## config.mk

```make
export PLATFORM = sky130hd
export DESIGN_NAME = instr_fetch_queue
export DESIGN_NICKNAME = d
export VERILOG_FILES = /design/src/rtl/instr_fetch_queue.sv
export SDC_FILE = /design/constraint.sdc
export NUM_CORES = 1
export LEC_CHECK = 0
export ABC_AREA = 1
export CORE_MARGIN = 1.5
export CORE_UTILIZATION = 35
export CTS_CLUSTER_DIAMETER = 30
export DETAILED_ROUTE_END_ITERATION = 10
export GPL_TIMING_DRIVEN = 0
export MAX_ROUTING_LAYER = met4
export PLACE_DENSITY = 0.63
export SLEW_MARGIN = 10
export SYNTH_ARGS = -nofsm -noshare
export SYNTH_HDL_FRONTEND = slang
export SYNTH_SLANG_ARGS = --single-unit
```

## constraint.sdc

```tcl
create_clock -name clk_i -period 9.4 [get_ports clk_i]
set_input_delay 1.88 -clock clk_i [delete_from_list [all_inputs] [get_ports clk_i]]
set_output_delay 1.88 -clock clk_i [all_outputs]
set_load 0.005 [all_outputs]
```

## src/rtl/instr_fetch_queue.sv

```systemverilog
// -----------------------------------------------------------------------------
// instr_fetch_queue
//   Reader end of the fetch interface. Buffers fetch bundles from the frontend
//   (up to FETCH_WIDTH entries per cycle) in a circular queue and hands them to
//   decode one per cycle, in program order, over a valid/ready handshake.
//   A flush (mispredict / exception redirect) discards all queued entries.
//
// Entry layout (ENTRY_W = 70 bits, one fetch_entry_t):
//   [69]    valid     entry holds a real instruction
//   [68]    ex_valid  fetch raised an exception for this entry
//   [67:64] ex_cause  exception cause code
//   [63:32] instr     instruction word
//   [31:0]  addr      instruction address
//
// Ports:
//   clk_i           in   clock
//   rst_i           in   synchronous active-high reset
//   flush_i         in   discard all queued entries
//   fetch_valid_i   in   fetch bundle offered
//   fetch_entry_i   in   FETCH_WIDTH entries, entry i at [i*ENTRY_W +: ENTRY_W]
//   fetch_ready_o   out  queue can take a full bundle
//   decode_entry_o  out  head entry
//   decode_valid_o  out  head entry valid
//   decode_ready_i  in   decode consumes head
//   count_o         out  occupied slots
//
// Configuration:
//   TORTOISE_IFQ_BYPASS_EN  when defined, an empty queue forwards the first
//                           written entry of an accepted bundle straight to
//                           decode in the same cycle.
// -----------------------------------------------------------------------------
module instr_fetch_queue #(
  parameter int DEPTH       = 8,
  parameter int FETCH_WIDTH = 2
) (
  input  logic                               clk_i,
  input  logic                               rst_i,
  input  logic                               flush_i,
  input  logic                               fetch_valid_i,
  input  logic [FETCH_WIDTH*70-1:0]          fetch_entry_i,
  output logic                               fetch_ready_o,
  output logic [69:0]                        decode_entry_o,
  output logic                               decode_valid_o,
  input  logic                               decode_ready_i,
  output logic [$clog2(DEPTH):0]             count_o
);

  localparam int ENTRY_W   = 70;
  localparam int VALID_BIT = 69;
  localparam int EXV_BIT   = 68;
  localparam int PTR_W     = $clog2(DEPTH);
  localparam int CNT_W     = PTR_W + 1;
  // A full bundle fits while count <= DEPTH - FETCH_WIDTH
  localparam logic [CNT_W-1:0] READY_LIMIT = CNT_W'(DEPTH - FETCH_WIDTH);

  logic [ENTRY_W-1:0] mem_r [DEPTH];
  logic [PTR_W-1:0]   rd_ptr_r;
  logic [PTR_W-1:0]   wr_ptr_r;
  logic [CNT_W-1:0]   count_r;
  logic               fetch_ready_r;

  logic [ENTRY_W-1:0] comp_s [FETCH_WIDTH];
  logic [PTR_W-1:0]   wr_addr_s [FETCH_WIDTH];
  logic [CNT_W-1:0]   n_push_s;
  logic [CNT_W-1:0]   push_n_s;
  logic [CNT_W-1:0]   pop_n_s;
  logic [CNT_W-1:0]   count_next_s;
  logic [PTR_W-1:0]   rd_ptr_next_s;
  logic [PTR_W-1:0]   wr_ptr_next_s;
  logic               push_s;
  logic               pop_s;
  logic               byp_s;

  // Compact valid entries to the low slots; an exception entry ends the bundle
  always_comb begin
    int  idx;
    logic cut;
    idx = 0;
    cut = 1'b0;
    for (int k = 0; k < FETCH_WIDTH; k++) begin
      comp_s[k] = {ENTRY_W{1'b0}};
    end
    for (int i = 0; i < FETCH_WIDTH; i++) begin
      if (!cut && fetch_entry_i[i*ENTRY_W+VALID_BIT]) begin
        for (int k = 0; k < FETCH_WIDTH; k++) begin
          if (k == idx) begin
            comp_s[k] = fetch_entry_i[i*ENTRY_W +: ENTRY_W];
          end else begin
            comp_s[k] = comp_s[k];
          end
        end
        idx = idx + 1;
        cut = fetch_entry_i[i*ENTRY_W+EXV_BIT];
      end else begin
        idx = idx;
      end
    end
    n_push_s = CNT_W'(idx);
  end

  // Write addresses for the compacted entries, wrapping modulo DEPTH
  always_comb begin
    for (int k = 0; k < FETCH_WIDTH; k++) begin
      wr_addr_s[k] = wr_ptr_r + PTR_W'(k);
    end
  end

  // Push is only accepted on registered readiness; reset and flush discard it
  assign push_s = fetch_valid_i && fetch_ready_r && !flush_i && !rst_i;

`ifdef TORTOISE_IFQ_BYPASS_EN
  // Empty queue: the first written entry is presented to decode this cycle.
  // It is still written to storage; if decode takes it, rd_ptr steps over it.
  assign byp_s          = push_s && (count_r == {CNT_W{1'b0}}) && (n_push_s != {CNT_W{1'b0}});
  assign decode_valid_o = (count_r != {CNT_W{1'b0}}) || byp_s;
  assign decode_entry_o = byp_s ? comp_s[0] : mem_r[rd_ptr_r];
`else
  assign byp_s          = 1'b0;
  assign decode_valid_o = (count_r != {CNT_W{1'b0}});
  assign decode_entry_o = mem_r[rd_ptr_r];
`endif

  assign pop_s = decode_valid_o && decode_ready_i && !flush_i && !rst_i;

  // Next-state for occupancy and both pointers
  always_comb begin
    push_n_s = push_s ? n_push_s : {CNT_W{1'b0}};
    pop_n_s  = {{(CNT_W-1){1'b0}}, pop_s};
    if (rst_i || flush_i) begin
      count_next_s  = {CNT_W{1'b0}};
      rd_ptr_next_s = {PTR_W{1'b0}};
      wr_ptr_next_s = {PTR_W{1'b0}};
    end else begin
      count_next_s  = count_r + push_n_s - pop_n_s;
      rd_ptr_next_s = rd_ptr_r + PTR_W'(pop_n_s);
      wr_ptr_next_s = wr_ptr_r + PTR_W'(push_n_s);
    end
  end

  // Control state register; readiness is registered from next occupancy
  always_ff @(posedge clk_i) begin
    if (rst_i) begin
      count_r       <= {CNT_W{1'b0}};
      rd_ptr_r      <= {PTR_W{1'b0}};
      wr_ptr_r      <= {PTR_W{1'b0}};
      fetch_ready_r <= 1'b1;
    end else begin
      count_r       <= count_next_s;
      rd_ptr_r      <= rd_ptr_next_s;
      wr_ptr_r      <= wr_ptr_next_s;
      fetch_ready_r <= (count_next_s <= READY_LIMIT);
    end
  end

  // Entry storage (no reset; occupancy decides what is meaningful)
  always_ff @(posedge clk_i) begin
    for (int k = 0; k < FETCH_WIDTH; k++) begin
      if (push_s && (CNT_W'(k) < n_push_s)) begin
        mem_r[wr_addr_s[k]] <= comp_s[k];
      end
    end
  end

  assign fetch_ready_o = fetch_ready_r;
  assign count_o       = count_r;

  instr_fetch_queue_chk #(
    .DEPTH       (DEPTH),
    .FETCH_WIDTH (FETCH_WIDTH),
    .CNT_W       (CNT_W)
  ) u_chk (
    .clk    (clk_i),
    .rst    (rst_i),
    .count  (count_r),
    .pop    (pop_s),
    .bypass (byp_s)
  );

endmodule

// -----------------------------------------------------------------------------
// instr_fetch_queue_chk
//   Simulation-only invariants of the fetch queue.
// Ports:
//   clk, rst  clock and synchronous reset of the queue
//   count     registered occupancy
//   pop       head consumed this cycle
//   bypass    head is being forwarded from the incoming bundle
// -----------------------------------------------------------------------------
module instr_fetch_queue_chk #(
  parameter int DEPTH       = 8,
  parameter int FETCH_WIDTH = 2,
  parameter int CNT_W       = 4
) (
  input logic             clk,
  input logic             rst,
  input logic [CNT_W-1:0] count,
  input logic             pop,
  input logic             bypass
);

  a_count_bound: assert property (@(posedge clk) disable iff (rst)
    count <= CNT_W'(DEPTH));

  // Popping an empty queue is only legal when the entry is being bypassed
  a_no_empty_pop: assert property (@(posedge clk) disable iff (rst)
    (pop && (count == {CNT_W{1'b0}})) |-> bypass);

  a_params: assert property (@(posedge clk)
    ((DEPTH & (DEPTH - 1)) == 0) && (DEPTH >= FETCH_WIDTH));

endmodule

```

==> flow_metrics.env <==
export IMPL_run_status="finished, final reports clean"
export IMPL_hp_start="rd_ptr_r[1]"
export IMPL_grt_ovfl_total=0
export IMPL_drcViolationCount=0
export IMPL_reg2regPathDepth=9
export IMPL_path_clk_slew_ns=0.04
export IMPL_worst_ep_required_time_ns=7.52
export IMPL_postSynthAreaPerCell_um2=7.76
export IMPL_synth_area_leader_cell="edfxtp_1"
export IMPL_async_flop_share_pct=0
export IMPL_r2r_end="mem_r[0][11]"
export IMPL_syn_area_um2=32000
export IMPL_holdCritPathClass="reg2reg"
export IMPL_crit_path_cell_trace="clkbuf_1, clkinv_1, clkbuf_2, clkbuf_1, nor2_1, o21ai_0, nand2_1, nand2_1, nand2_1, clkdlybuf4s50_1"
export IMPL_crit_top_cell="nand2_1"
export IMPL_yosysUniqueCellTypes=29
export IMPL_switching_share_pct=22.7
export IMPL_peakVddDrop_mv=0.185
export IMPL_fin_area_um2=40600
export IMPL_detailedPlace_worstSlack_ns=2.88
export IMPL_crit_path_max_fanout=10
export IMPL_drtPass1Iterations=6
export IMPL_grt_pass1_wl_um=182000
export IMPL_routabilityCongestion=0.922
export IMPL_cts_tree="built"
export IMPL_p_leak_nw=16.9
export IMPL_first_global_vias=29100
export IMPL_setup_viol=0
export IMPL_combPwrFrac_pct=5.9
export IMPL_maxSlewHeadroom_pct=16.3
export IMPL_layout_commonest_cell="nand2_1"
export IMPL_tightest_slew_ns=1.25
export IMPL_reg2reg_slack_ns=5.65
export IMPL_worstPathArrival_ns=4.15
export IMPL_ant_nets=0
export IMPL_min_delay_path_depth=3
export IMPL_power_density_nw_per_um2=194
export IMPL_synth_edf_count=560
export IMPL_layout_common_cells="nand2_1 (1540), nor2_1 (647), edfxtp_1 (560), o21ai_0 (534), nand3_1 (290)"
export IMPL_seq_area_frac_synth_pct=53.2
export IMPL_seq_power_share_pct=36.1
export IMPL_fillCellCount=8727
export IMPL_path_buf_inv=5
export IMPL_drt_wl_total_um=124000
export IMPL_fin_ws_ns=3.37
export IMPL_track_usage_pct=26.8
export IMPL_cpLargestDelayFamily="buffers and inverters"
export IMPL_cp_start_kind="flip-flop"
export IMPL_layout_drive_gt1_share_pct=7.80
export IMPL_wl_per_cell_um=21.4
export IMPL_ys_top_cells_by_area="edfxtp_1 (53%), nand2_1 (18%), o21ai_0 (8.4%)"
export IMPL_p_int_w=0.00609
export IMPL_holdPathEnd="rd_ptr_r[1]"
export IMPL_synth_top_area_share_pct=52.5
export IMPL_cts_made_buffers=139
export IMPL_fp_dieW_um=306
export IMPL_root_buffer="clkbuf_16"
export IMPL_finalCritPeriodShare_pct=64.2
export IMPL_viasPerCell=5.40
export IMPL_hold_buffers=0
export IMPL_final_core_util_pct=45.0
export IMPL_start_util_pct=35.5
export IMPL_worst_clock_skew_ns=0.0232
export IMPL_post_cts_buffers=0
export IMPL_dp_hpwl_um=85600
export IMPL_clkLatencyLatePin_ns=0.72
export IMPL_ios=221
export IMPL_slew_violations=0
export IMPL_htree_levels=4
export IMPL_slowest_delay_ns=0.57
export IMPL_ys_ff_latch=571
export IMPL_place_area_um2=36100
export IMPL_synthToLayoutAreaGrowth_pct=26.7
export IMPL_die_area_um2=93300
export IMPL_yosysWarnings=0
export IMPL_grt_antenna_before_repair=4
export IMPL_end_kind="output port"
export IMPL_drt_initial_drc_count=3934
export IMPL_num_vias=31300
export IMPL_hold_viol=0
export IMPL_slowest_stage="clkbuf_2"
export IMPL_portBuffers=219
export IMPL_r2r_start="wr_ptr_r[1]"
export IMPL_clock_path_buffers=3
export IMPL_grt_max_degree=49
export IMPL_drv_cap=0
export IMPL_holdWs_ns=0.611
export IMPL_yosys_most_used_dff="edfxtp_1"
export IMPL_ctsResizeCount=0
export IMPL_fin_setup_tns_ns=0
export IMPL_syn_nets=4288
export IMPL_crit_type="reg2out"
export IMPL_period_needed_ns=6.03
export IMPL_finalNetCount=4663
export IMPL_clkSinkCount=571
export IMPL_postSynthCellCount=4130
export IMPL_p_sw_w=0.00179
export IMPL_core_area_um2=90300
export IMPL_row_count=110
export IMPL_timing_fmax_mhz=166
export IMPL_pwr_share_clk_pct=58.0
export IMPL_grt_setup_unrepaired="false"
export IMPL_die_y_um=306
## layout make-up
class | instances | area, µm² | share of cell area (%)
flip-flops and latches | 571 | 17000 | 42.0
multi-input cells | 3147 | 13300 | 32.7
clock buffers | 160 | 3640 | 8.97
repair buffers | 234 | 2550 | 6.29
well taps | 1176 | 1470 | 3.63
plain buffers | 307 | 1400 | 3.46
clock inverters | 89 | 788 | 1.94
inverters | 105 | 394 | 0.971
diodes | 7 | 17.5 | 0.0432
## synth_stat cells (2+ instances only)
cell and count:
nand3_2 4, o21ai_0 537, fa_1 2, dfxtp_1 11, nand2_1 1545, inv_1 95, buf_1 23, inv_2 9
clkbuf_1 182, nor3_1 2, nor2_4 2, buf_2 70, buf_6 9, a21oi_1 2, nand2_2 6, nand4_1 2
nand3_1 290, buf_4 23, nor2_2 6, edfxtp_1 560, nor2_1 647, o21ai_2 4, ha_1 11, o21ai_1 83
## flip-flops by register name, indices dropped and copies added, names as in the netlist
| register | cells |
|---|---|
| fetch_ready_o | 1 |
| count_o | 4 |
| rd_ptr_r | 3 |
| wr_ptr_r | 3 |
| mem_r | 560 |
## metal layers
layer	vias to the layer above	part of all wire (%)	wire (µm)	track usage (%)
li1	14400	-	-	-
met1	14800	40	50000	35.4
met2	1872	46	56600	40.5
met3	263	11	13600	5.01
met4	0	3.2	4040	11.0
met5	-	0	0	-
## power by group through the flow
stage,Sequential (W),Combinational (W),Clock [W]
floorplan,0.00289,0.000244,0
global placement,0.00289,0.000443,0
detailed placement,0.00288,0.000459,0
CTS,0.00284,0.000462,0.00456
global route,0.00284,0.000520,0.00471
finish,0.00284,0.000468,0.00457
## worst register-to-register path, delay by kind of cell (launching register included)
| family | cells | cell delay [ns] |
|---|---|---|
| buffers and inverters | 4 | 1.32 |
| AO/OA/AOI/OAI | 1 | 0.70 |
| AND/OR/NAND/NOR | 3 | 0.75 |
| adder cells (fa/ha/maj) | 1 | 0.23 |
| flip-flops | 1 | 0.43 |
## worst max-delay path by stage
stage	from	end	slack (ns)	cells past startpoint
after global routing	rd_ptr_r[1]	decode_entry_o[7]	3.27	10
after floorplan	fetch_entry_i[69]	mem_r[1][0]	1.09	8
final	rd_ptr_r[1]	decode_entry_o[52]	3.37	10
after detailed placement	fetch_entry_i[69]	mem_r[5][29]	2.88	9
after CTS	rd_ptr_r[1]	decode_entry_o[51]	3.40	10
after global placement	fetch_entry_i[69]	mem_r[1][16]	-4.64	8
## per-stage QoR
| step | total power (W) | std cells |
|---|---|---|
| 3_3_place_gp | 0.00333 | 5525 |
| 4_1_cts | 0.00787 | 5789 |
| 2_1_floorplan | 0.00313 | 4130 |
| 5_1_grt | 0.00807 | 5790 |
| 3_5_place_dp | 0.00334 | 5540 |
| 6_report | 0.00788 | 5796 |
## logic make-up (layout without fill, tap and decap cells)
family,count (synthesis),after routing,synth area share (%)
xor+xnor,2,2,0.0547
other cells,0,7,0
flops,571,571,53.2
simple gates,2505,2505,30.8
compound gates,627,627,9.85
buf+inv,412,895,5.58
fa+ha+maj,13,13,0.555
Note: power is estimated with default switching activity, not from simulation.
